===== src/rtl/instr_decode_stage.sv =====
// Registered RISC-V decode stage with a two-entry skid buffer between fetch and register read.
// Optional feature: define DECODE_ILLEGAL_CHECK_EN to flag illegal encodings on out_illegal.
module instr_decode_stage #(
  parameter int XLEN = 32
) (
  input  logic            clk,
  input  logic            reset,
  input  logic            flush,
  input  logic            in_valid,
  output logic            in_ready,
  input  logic [31:0]     in_instr,
  input  logic [XLEN-1:0] in_pc,
  output logic            out_valid,
  input  logic            out_ready,
  output logic [XLEN-1:0] out_pc,
  output logic [6:0]      out_opcode,
  output logic [4:0]      out_rd,
  output logic [2:0]      out_funct3,
  output logic [4:0]      out_rs1,
  output logic [4:0]      out_rs2,
  output logic [6:0]      out_funct7,
  output logic [2:0]      out_fmt,
  output logic [XLEN-1:0] out_imm,
  output logic            out_illegal
);

  localparam logic [2:0] FMT_R    = 3'd0;
  localparam logic [2:0] FMT_I    = 3'd1;
  localparam logic [2:0] FMT_S    = 3'd2;
  localparam logic [2:0] FMT_B    = 3'd3;
  localparam logic [2:0] FMT_U    = 3'd4;
  localparam logic [2:0] FMT_J    = 3'd5;
  localparam logic [2:0] FMT_NONE = 3'd7;

  typedef enum logic [1:0] {
    ST_EMPTY = 2'd0,
    ST_ONE   = 2'd1,
    ST_TWO   = 2'd2
  } state_e;

  typedef struct packed {
    logic [XLEN-1:0] pc;
    logic [31:0]     instr;
    logic [2:0]      fmt;
    logic [XLEN-1:0] imm;
    logic            illegal;
  } entry_t;

  localparam entry_t RESET_ENTRY = '{
    pc:      {XLEN{1'b0}},
    instr:   32'h0000_0000,
    fmt:     FMT_NONE,
    imm:     {XLEN{1'b0}},
    illegal: 1'b0
  };

  function automatic logic [2:0] fmt_of(input logic [6:0] opcode);
    logic [2:0] f;
    case (opcode)
      7'b0110011:                                             f = FMT_R;
      7'b0010011, 7'b0000011, 7'b1100111, 7'b1110011, 7'b0001111: f = FMT_I;
      7'b0100011:                                             f = FMT_S;
      7'b1100011:                                             f = FMT_B;
      7'b0110111, 7'b0010111:                                 f = FMT_U;
      7'b1101111:                                             f = FMT_J;
      default:                                                f = FMT_NONE;
    endcase
    return f;
  endfunction

  function automatic logic [XLEN-1:0] imm_of(input logic [31:0] instr, input logic [2:0] fmt);
    logic [31:0]     imm32;
    logic [XLEN-1:0] imm_x;
    case (fmt)
      FMT_I:   imm32 = {{20{instr[31]}}, instr[31:20]};
      FMT_S:   imm32 = {{20{instr[31]}}, instr[31:25], instr[11:7]};
      FMT_B:   imm32 = {{19{instr[31]}}, instr[31], instr[7], instr[30:25], instr[11:8], 1'b0};
      FMT_U:   imm32 = {instr[31:12], 12'h000};
      FMT_J:   imm32 = {{11{instr[31]}}, instr[31], instr[19:12], instr[20], instr[30:21], 1'b0};
      default: imm32 = 32'h0000_0000;
    endcase
    // 32-bit immediate widened by sign so the same code serves XLEN 32 and 64
    imm_x       = {XLEN{imm32[31]}};
    imm_x[31:0] = imm32;
    return imm_x;
  endfunction

  function automatic logic illegal_of(input logic [31:0] instr, input logic [2:0] fmt);
`ifdef DECODE_ILLEGAL_CHECK_EN
    return (instr[1:0] != 2'b11) || (fmt == FMT_NONE);
`else
    return 1'b0 & instr[0] & fmt[0];
`endif
  endfunction

  state_e state_q, state_d;
  entry_t main_q, main_d;
  entry_t skid_q, skid_d;
  logic   in_ready_q, in_ready_d;
  logic   out_valid_q, out_valid_d;
  entry_t in_entry;
  logic   accept;
  logic   xfer;

  // Combinational decode of the incoming word
  always_comb begin
    in_entry         = RESET_ENTRY;
    in_entry.pc      = in_pc;
    in_entry.instr   = in_instr;
    in_entry.fmt     = fmt_of(in_instr[6:0]);
    in_entry.imm     = imm_of(in_instr, in_entry.fmt);
    in_entry.illegal = illegal_of(in_instr, in_entry.fmt);
  end

  assign accept = in_valid && in_ready_q;
  assign xfer   = out_valid_q && out_ready;

  // State and datapath registers
  always_ff @(posedge clk) begin
    if (reset) begin
      state_q     <= ST_EMPTY;
      main_q      <= RESET_ENTRY;
      skid_q      <= RESET_ENTRY;
      in_ready_q  <= 1'b1;
      out_valid_q <= 1'b0;
    end else begin
      state_q     <= state_d;
      main_q      <= main_d;
      skid_q      <= skid_d;
      in_ready_q  <= in_ready_d;
      out_valid_q <= out_valid_d;
    end
  end

  // Next-state and buffer steering; flush drops both buffered and arriving entries
  always_comb begin
    state_d = state_q;
    main_d  = main_q;
    skid_d  = skid_q;
    if (flush) begin
      state_d = ST_EMPTY;
    end else begin
      case (state_q)
        ST_EMPTY: begin
          if (accept) begin
            state_d = ST_ONE;
            main_d  = in_entry;
          end else begin
            state_d = ST_EMPTY;
          end
        end
        ST_ONE: begin
          if (accept && xfer) begin
            state_d = ST_ONE;
            main_d  = in_entry;
          end else if (accept) begin
            state_d = ST_TWO;
            skid_d  = in_entry;
          end else if (xfer) begin
            state_d = ST_EMPTY;
          end else begin
            state_d = ST_ONE;
          end
        end
        ST_TWO: begin
          if (xfer) begin
            state_d = ST_ONE;
            main_d  = skid_q;
          end else begin
            state_d = ST_TWO;
          end
        end
        default: begin
          state_d = ST_EMPTY;
        end
      endcase
    end
  end

  // Handshake outputs registered from the next state so in_ready never sees out_ready combinationally
  always_comb begin
    in_ready_d  = (state_d != ST_TWO);
    out_valid_d = (state_d != ST_EMPTY);
  end

  assign in_ready    = in_ready_q;
  assign out_valid   = out_valid_q;
  assign out_pc      = main_q.pc;
  assign out_opcode  = main_q.instr[6:0];
  assign out_rd      = main_q.instr[11:7];
  assign out_funct3  = main_q.instr[14:12];
  assign out_rs1     = main_q.instr[19:15];
  assign out_rs2     = main_q.instr[24:20];
  assign out_funct7  = main_q.instr[31:25];
  assign out_fmt     = main_q.fmt;
  assign out_imm     = main_q.imm;
  assign out_illegal = main_q.illegal;

endmodule


===== config.mk =====
export PLATFORM = sky130hd
export DESIGN_NAME = instr_decode_stage
export DESIGN_NICKNAME = d
export VERILOG_FILES = /design/src/rtl/instr_decode_stage.sv
export SDC_FILE = /design/constraint.sdc
export NUM_CORES = 1
export LEC_CHECK = 0
export ABC_CLOCK_PERIOD_IN_PS = 5950
export CORE_AREA = 2 2 127 129
export CTS_CLUSTER_DIAMETER = 30
export DETAILED_ROUTE_END_ITERATION = 10
export DIE_AREA = 0 0 129 131
export PLACE_DENSITY_LB_ADDON = 0.25
export SYNTH_ARGS = -nofsm -noshare
export SYNTH_HDL_FRONTEND = slang
export SYNTH_SLANG_ARGS = --single-unit
export TNS_END_PERCENT = 20

===== constraint.sdc =====
create_clock -name clk -period 5.95 [get_ports clk]
set_input_delay 1.4875 -clock clk [delete_from_list [all_inputs] [get_ports clk]]
set_output_delay 1.4875 -clock clk [all_outputs]
set_load 0.1 [all_outputs]

# After elaboration in Yosys (flattened, before gate mapping)

Index checks and enable logic that the tools add are counted.

Word-level logic and storage cells: 59
Bits of input ports: 69
Output and inout port bits: 102
Bits in registers: 203

Multiplexer cells: 13
Bitwise operators: 2
Reductions and logical operators: 10
Eq/ne operators: 22

Operators by type and width:

| kind                 | count |
|---|---|
| $mux W100            | 3 |
| $pmux W100 S3        | 1 |
| $pmux W32 S5         | 1 |
| $eq A7 B7 Y1 const B | 4 |
| $eq A7 B6 Y1 const B | 3 |
| $pmux W3 S6          | 1 |
| $eq A7 B5 Y1 const B | 2 |
| $mux W2              | 4 |
| $ne A2 B2 Y1 const B | 4 |
| $eq A7 B2 Y1 const B | 1 |
| $eq A7 B4 Y1 const B | 1 |
| $eq A3 B2 Y1 const B | 2 |
| $eq A3 B3 Y1 const B | 2 |
| $pmux W2 S3          | 1 |
| $reduce_and A5 Y1    | 1 |
| $reduce_or A5 Y1     | 1 |
| $reduce_and A4 Y1    | 1 |
| $eq A3 B1 Y1 const B | 1 |
| $logic_and A1 B1 Y1  | 3 |
| $reduce_bool A3 Y1   | 1 |
| $eq A2 B1 Y1 const B | 1 |
| $eq A2 B2 Y1 const B | 1 |
| $logic_not A2 Y1     | 1 |
| $mux W1              | 2 |
| 3 further kinds      | 4 |

# Depth between registers and ports, before layout

Gate-level depths: netlist of the first run.

Depth after elaboration: 7
Depth in mapped cells: 10
Depth with buffers taken out: 8

# Worst setup path before layout of the first run

Ideal clock, no wire load.

Path type: input -> register
From: input port out_ready
To: register main_q (netlist bit out_imm[5])
Cell stages on the path: 10
Arrival: 2.948 ns
Required time: 5.830 ns
Setup time: 0.120 ns
Path buffers: 2
Setup slack: 2.882 ns
Cell sequence: nand2_1 -> inv_1 -> ha_1 -> nand2_1 -> a21o_1 -> a21oi_1 -> buf_2 -> buf_2 -> nor3b_1 -> a211o_1

Cells in the longest elaborated chain, start to end: 4
Elaborated cells on any way between the ends: 5
Classes of those cells: eq/ne (2); reduce/logical (3)

Ends and longest elaborated chain:

| element                              | RTL line | text |
|---|---|---|
| start: declaration                   | 14       | `input logic out_ready,` |
| $logic_and A1 B1 Y1 *                | 116      | `assign xfer = out_valid_q && out_ready;` |
| $logic_and A1 B1 Y1                  | 153      | `if (accept && xfer) begin` |
| $ne A2 B2 Y1 (no source line)        | --       |  |
| $reduce_and A5 Y1 (no source line) * | --       |  |
| end signal: assignment               | 128      | `main_q <= main_d;` |
| end: declaration                     | 97       | `entry_t main_q, main_d;` |

Every way passes the cells marked *; elsewhere a longest branch is shown, timed or not.
A chain may end at the register's enable or synchronous reset.

# Worst setup path after layout of the first run

From: input port in_valid
To: register skid_q[21] (netlist bit)

Cells in the longest elaborated chain, start to end: 4

Ends and longest elaborated chain:

| element                              | RTL line | text |
|---|---|---|
| start: declaration                   | 9        | `input logic in_valid,` |
| $logic_and A1 B1 Y1 *                | 115      | `assign accept = in_valid && in_ready_q;` |
| $logic_and A1 B1 Y1                  | 153      |  |
| $not A1 Y1 (no source line)          | --       |  |
| $reduce_and A4 Y1 (no source line) * | --       |  |
| end signal: assignment               | 129      | `skid_q <= skid_d;` |
| end: declaration                     | 98       | `entry_t skid_q, skid_d;` |

Marked as above.

==> key figures, run 1 <==
CTS
  • Post-cts repair resize count: 0
  • Clk sinks: ~200
  • # Post-CTS Setup Buffers: 0
  • H-tree Lvls: 2
  • CTS tree: done
  • Clk buf depth: 3
  • CTS root buffer: clkbuf_16
  • Clk slew on worst S/H paths: 0.05 ns
  • Clk Latency, worst-skew pair: 0.51 ns
  • Hold buffer count at CTS: 0
  • CTS buffer count: 39

Power
  • Leak Pwr: 0.004105 uW
  • Power consumption: roughly 4400 uW
  • Power density cells: about 380 nW/um^2
  • Peak supply drop: ~0.22 mV

GRT
  • Vias in the first global route: around 7.5k
  • Global router's overall resource usage: 0.2715
  • Largest net degree at the start of global routing: roughly 120
  • Gr ovfl total: 0
  • Global-route wire length before repair: around 37 mm
  • Number of antenna violations at the first check in global routing: 0

Critical path
  • Worst path top cell family by delay: simple AND/OR/NAND/NOR gates
  • Cell-by-cell trace of the critical path: clkdlybuf4s50_1 > and2_1 > ha_1 > nor4b_1 > nand2_4 > nor2_1 > a211oi_1
  • WP data required: roughly 6.3 ns
  • CP endpoint kind: register
  • Worst path max stage delay: just under 1 ns
  • Worst path bufs/invs: 1
  • Crit path DAT: around 4.5 ns
  • Worst R2R Start: in_ready
  • Startpoint Class: primary input
  • Worst Path Max Fanout: between 40 and 50
  • Reg2reg end: skid_q[21]
  • CP Launch Point: in_valid
  • Worst setup path class: primary input to register
  • Crit-path slowest cell: nor2_1
  • Worst R2R Setup Slack: 2.90 ns
  • R2R depth: 6

Placed design
  • Routability cong.: between 0.8 and 0.9
  • Dpl hpwl: about 14 mm
  • Dpl ws: ~1.4 ns
  • Dpl cells: 1,345
  • Port buffer count: ~170

Synth
  • Mapped Nets: 1,117
  • Post-synth cell types: 51
  • Synth area leaders: dfxtp_1 (47%), nand2_1 (13%), a311oi_1 (7.7%)
  • Sequential share of the synthesized area: 0.4747
  • Mean post-synth cell area: 8.144 um^2
  • Synth cell count leaders: nand2_1 (294), dfxtp_1 (202), nor2_1 (103), a21oi_1 (82), a311oi_1 (75)
  • Most frequent cell after synthesis: nand2_1
  • Synth top area share: 0.4747
  • Mapped Area: 8518 um^2
  • Yosys warns: 0
  • Cell count after synthesis: 1,046
  • Main synth FF type: dfxtp_1
  • Post-synth EDFFs: 0
  • Ys async rst share: 0
  • Register bit total from synthesis: around 200
  • Area leader, netlist: dfxtp_1

Cells and area
  • Layout cell share with drive strength beyond 1: 0.08743
  • FILL cells: 1,166
  • Ant. Diodes: 0
  • Util after Layout: 0.7454
  • Layout area overhead: 36.49%
  • Final net count: 1,241
  • Final Non-Filler Cells: 1,417

STA
  • Slew @ Worst Pin: 1.134 ns
  • Setup Skew: approximately 0.015 ns
  • Final setup vio count: 0
  • Fin. max-slew vios: 0
  • Sum Neg Setup Slack: 0 ns
  • Period utilization: 0.6979
  • RSZ-0062 raised after global routing: false
  • Minimum clock period: around 4.2 ns
  • Hold Fails Final Rpt: 0
  • Worst relative slew slack: 0.2413
  • Final worst slack: approximately 1.8 ns
  • Maximum clock rate: ~240 MHz

Route
  • Initial DRC count: between 700 and 800
  • WL/cell: 16.52 um
  • # DRC: 0
  • Drt via density: about 5.7
  • Via count: 8,057
  • Top sig layer: met4
  • Antenna viol nets, final: 0
  • DR WL met3: 1.385 mm
  • M1 wire length: 10.06 mm
  • Detailed Route WL: 23.41 mm
  • Drt pass-1 iters: 8
  • Met2 wire len: 11.40 mm

Floorplanning
  • Die W: 129 um
  • DIE AREA: ~17,000 um^2
  • Num rows: 46
  • Core Area: between 15,000 and 20,000 um^2
  • Die Y: approximately 130 um
  • Starting Density: 0.5461
  • Num ports: 171

Min path
  • HP Start: skid_q[58]
  • Hold depth: 2
  • Hold endpoint: skid_q[58]
  • HP Class: register to register

Flow run
  • MaxCap Viol Count: 0

Status
  • Run status: complete, no violations
stage by stage:
stage,instance area (um^2),hold WS (ns)
finish,11630,0.4518
detailed placement,10170,0.4428
global placement,10170,0.4372
global route,11630,0.4676
floorplan,8518,0.4274
CTS,11630,0.4499
cell type report:
class / count / area (um^2) / share of cell area
Timing Repair Buffer: 176 / 1745 / 0.1501
Inverter: 5 / 18.77 / 0.001614
Clock inverter: 27 / 399.1 / 0.03433
Tap cell: 216 / 270.3 / 0.02325
Sequential cell: 202 / 4044 / 0.3478
Multi-Input combinational cell: 746 / 4089 / 0.3517
Clock buffer: 45 / 1060 / 0.09115
registers in the layout, indices dropped and copies added, names as in the netlist:
signal      count
skid_q         99
out_imm        32
out_pc         32
out_funct7      7
out_opcode      7
out_rd          5
out_rs1         5
out_rs2         5
out_fmt         3
out_funct3      3
state_q         2
in_ready        1
out_valid       1
cell families (layout without fill, tap and decap cells):
kind of cell               after synthesis  count (layout)  synth area share
muxes                                    9               9           0.01072
other                                    1               1         0.0004402
buffers and inverters                   98             253           0.04950
and+or+nand+nor                        455             455            0.2180
adders and majority gates                3               3          0.004112
xor gates and xnor gates                 1               1          0.001028
DFF                                    202             202            0.4747
AOI/OAI and AO/OA                      277             277            0.2415
metal layers:
layer,track usage,vias to the layer above
met3,0.04845,52
met1,0.3619,3792
met2,0.4454,286
met5,0,-
met4,0.09847,0
li1,-,3927
tightest hold or removal path: cells and delay by family, from the launching register on:
kind	cells	cell delay, ns
AND/OR/NAND/NOR	1	0.05
AO/OA/AOI/OAI	1	0.05
flip-flops	1	0.30
cell usage in the layout (no fill, tap or decap), drive strengths merged, types with 3 or more instances in the layout:
cell and count:
nand2b 9, clkbuf 45, a21o 9, nor2 103, and2 3, a311oi 75, dfxtp 202, clkdlybuf4s50 168
clkinv 13, o2bb2ai 15, nand3 5, nor2b 5, a21oi 86, a211oi 37, nand2 294, and3 12
nor3b 6, a221oi 8, bufinv 8, nor3 7, buf 8, inv 9, mux2i 8, nand3b 3
o21ai 22, a211o 12
where the power goes:
part	leakage, uW	internal (uW)	switching [uW]
combinational	0.00175	164	453
clock	0.000711	1640	748
sequential	0.00164	1410	27.2
total	0.00411	3210	1230
worst max path at each step:
| stage | endpoint | slack [ns] | cells after the start |
|---|---|---|---|
| final | skid_q[21] | 1.80 | 7 |
| after global routing | skid_q[21] | 1.55 | 7 |
| after CTS | skid_q[21] | 1.83 | 7 |
| after detailed placement | skid_q[21] | 1.36 | 7 |
| after global placement | skid_q[21] | 1.43 | 7 |
| after floorplan | out_imm[5] | 2.88 | 10 |
No activity file was read; power rests on OpenSTA's default activity.
==> run 2: changes to the inputs <==
--- a/config.mk
+++ b/config.mk
@@ -5,11 +5,11 @@
 export SDC_FILE = /design/constraint.sdc
 export NUM_CORES = 1
 export LEC_CHECK = 0
-export ABC_CLOCK_PERIOD_IN_PS = 5950
-export CORE_AREA = 2 2 127 129
+export ABC_CLOCK_PERIOD_IN_PS = 3450
+export CORE_AREA = 2 2 138 140
 export CTS_CLUSTER_DIAMETER = 30
 export DETAILED_ROUTE_END_ITERATION = 10
-export DIE_AREA = 0 0 129 131
+export DIE_AREA = 0 0 140 142
 export PLACE_DENSITY_LB_ADDON = 0.25
 export SYNTH_ARGS = -nofsm -noshare
 export SYNTH_HDL_FRONTEND = slang
==> constraint.sdc (replaced) <==
create_clock -name clk -period 3.45 [get_ports clk]
set_input_delay 0.8625 -clock clk [delete_from_list [all_inputs] [get_ports clk]]
set_output_delay 0.8625 -clock clk [all_outputs]
set_load 0.1 [all_outputs]
==> run 2 against run 1 <==
Net effect:
- the flow now finishes with violations (design-rule violations)
- clock skew fell by 0.0052 ns
- routed wire length increased by 0.67%
- global-route usage fell by 4.0 points
- first-iteration DRC count down 14%
- design area decreased by 0.77%
- clock power is 65% higher
- critical path depth increased by 1
- utilization decreased by 12 points
- critical endpoint unchanged
==> key figures, run 2 (synthesized netlist as in run 1, its figures left out) <==
Placed design
  • Dpl ws: 0.03109 ns (-1.334 ns)
  • Port buffer count: 169 (unchanged)
  • Dpl hpwl: 14.33 mm (+6.1%)
  • Dpl cells: 1,380 (+2.6%)
  • Routability cong.: 0.8446 (+3.4%)

Critical path
  • Cell-by-cell trace of the critical path: clkdlybuf4s50_1 > and2_1 > ha_1 > nor4b_1 > buf_4 > nand2_4 > nor2_1 > a211oi_1
  • R2R depth: 7 (+1)
  • CP Launch Point: in_valid
  • Worst setup path endpoint: skid_q[21]
  • CP endpoint kind: register
  • Startpoint Class: primary input
  • Worst R2R Setup Slack: 1.01 ns (-1.89 ns)
  • Worst setup path class: primary input to register
  • Worst path max stage delay: 0.85 ns (-0.14 ns)
  • Crit-path slowest cell: nor2_1
  • WP data required: 3.79 ns (-2.50 ns)
  • Worst Path Max Fanout: 11 (-73%)
  • Worst R2R Start: in_ready
  • Crit path DAT: 3.28 ns (-1.21 ns)
  • Reg2reg end: skid_q[21]

Cells and area
  • Commonest non-fill, non-tap cell in the layout: nand2_1
  • FILL cells: 1,656 (+42%)
  • Register area: 4044 um^2 (unchanged)
  • Util after Layout: 0.6251 (-0.1203)
  • Max reg flops: 99 (unchanged)
  • Layout cell share with drive strength beyond 1: 0.1817 (+0.09424)
  • Ant. Diodes: 0 (unchanged)
  • Final Non-Filler Cells: 1,456 (+2.8%)
  • Layout area overhead: 35.43%
  • Most flops, register: skid_q
  • Final net count: 1,260 (+1.5%)
  • Multi-input gate area: 4089 um^2 (unchanged)
  • Commonest non-fill, non-tap cells in the layout: nand2_1 (293), dfxtp_1 (202), buf_4 (121)

Floorplanning
  • Num rows: 50 (+8.7%)
  • Num ports: 171 (unchanged)
  • Die W: 140 um (+8.5%)
  • Die Y: 142 um (+8.4%)
  • Starting Density: 0.4616 (-0.08457)
  • DIE AREA: 19,880 um^2 (+18%)
  • Core Area: 18,460 um^2 (+18%)

CTS
  • Clk buf depth: 3 (unchanged)
  • CTS buffer count: 41 (+5.1%)
  • Clk Latency, worst-skew pair: 0.50 ns (about the same)
  • # Post-CTS Setup Buffers: 0 (unchanged)
  • Post-cts repair resize count: 0 (unchanged)
  • Clk slew on worst S/H paths: 0.05 ns (about the same)
  • CTS tree: done
  • Clk sinks: 202 (unchanged)
  • H-tree Lvls: 2 (unchanged)
  • Hold buffer count at CTS: 0 (unchanged)
  • CTS root buffer: clkbuf_16

Route
  • WL/cell: 16.19 um (-2.0%)
  • Drt pass-1 iters: 10 (+2)
  • Antenna viol nets, final: 0 (unchanged)
  • Drt via density: 5.479 (-3.6%)
  • Detailed Route WL: 23.57 mm (+0.67%)
  • Via count: 7,977 (-0.99%)
  • Initial DRC count: 642 (-14%)
  • # DRC: 11 (+11)

STA
  • Final worst slack: 0.5135 ns (-1.284 ns)
  • Minimum clock period: about 2.9 ns
  • Sum Neg Setup Slack: 0 ns (unchanged)
  • Hold Fails Final Rpt: 0 (unchanged)
  • Worst relative slew slack: 0.2202 (-0.02111)
  • Final setup vio count: 0 (unchanged)
  • Slew @ Worst Pin: 1.165 ns (+0.03155 ns)
  • Maximum clock rate: 340.5 MHz
  • RSZ-0062 raised after global routing: false
  • Setup Skew: 0.009769 ns (-0.005224 ns)
  • Period utilization: 0.8512
  • Fin. max-slew vios: 0 (unchanged)

GRT
  • Gr ovfl total: 0 (unchanged)
  • Number of antenna violations at the first check in global routing: 0 (unchanged)
  • Vias in the first global route: 7,565 (+0.53%)
  • Largest net degree at the start of global routing: 104 (-16%)
  • Global router's overall resource usage: 0.2319 (-0.03966)
  • Global-route wire length before repair: 38.23 mm (+2.6%)

Power
  • Peak supply drop: 0.3172 mV (+41%)
  • Power density cells: 648.5 nW/um^2 (+70%)
  • Leak Pwr: 0.004355 uW (+6.1%)

Status
  • Run status: finished with violations
  • Failing checks: design-rule violations

Min path
  • Hold depth: 2 (unchanged)
  • HP Class: register to register

Flow run
  • MaxCap Viol Count: 0 (unchanged)
[run 2: worst min-delay path by stage]
stage                from    endpoint  slack [ns]
2_1_floorplan  skid_q[10]  skid_q[10]        0.43
3_3_place_gp   skid_q[10]  skid_q[10]        0.44
3_5_place_dp    skid_q[8]   skid_q[8]        0.44
4_1_cts         skid_q[8]   skid_q[8]        0.45
5_1_grt         skid_q[9]   skid_q[9]        0.47
6_report        skid_q[9]   skid_q[9]        0.45
[run 2: worst max-delay path, delay by kind of cell]
| family | cells | cell delay [ns] |
|---|---|---|
| compound gates | 1 | 0.19 |
| simple gates | 4 | 1.39 |
| buf+inv | 2 | 0.61 |
| fa+ha+maj | 1 | 0.22 |
[run 2: final cells by class]
class,count,area share
Timing Repair Buffer,193,0.1448
Clock buffer,55,0.1024
Inverter,5,0.001627
Tap cell,234,0.02538
Clock inverter,21,0.02082
Multi-Input combinational cell,746,0.3544
Sequential cell,202,0.3505
[run 2: power breakdown]
part / total, uW / switching (uW) / internal, uW / leakage (uW)
clock: 3950 / 1250 / 2710 / 0.000687
sequential: 2480 / 49.8 / 2430 / 0.00164
combinational: 1050 / 781 / 272 / 0.00202
[run 2: metal layers]
layer,track usage,wire length (um)
met1,0.3049,10560
met2,0.3863,11070
met3,0.04341,1404
met4,0.07921,539
met5,0,0
[run 2: stage by stage]
stage,hold slack (ns),area [um^2],total power [uW]
after global placement,0.4362,10110,3564
after global routing,0.4659,11540,7729
after CTS,0.4482,11540,7538
final,0.4486,11540,7482
after detailed placement,0.4421,10110,3573
after floorplan,0.4274,8518,3274
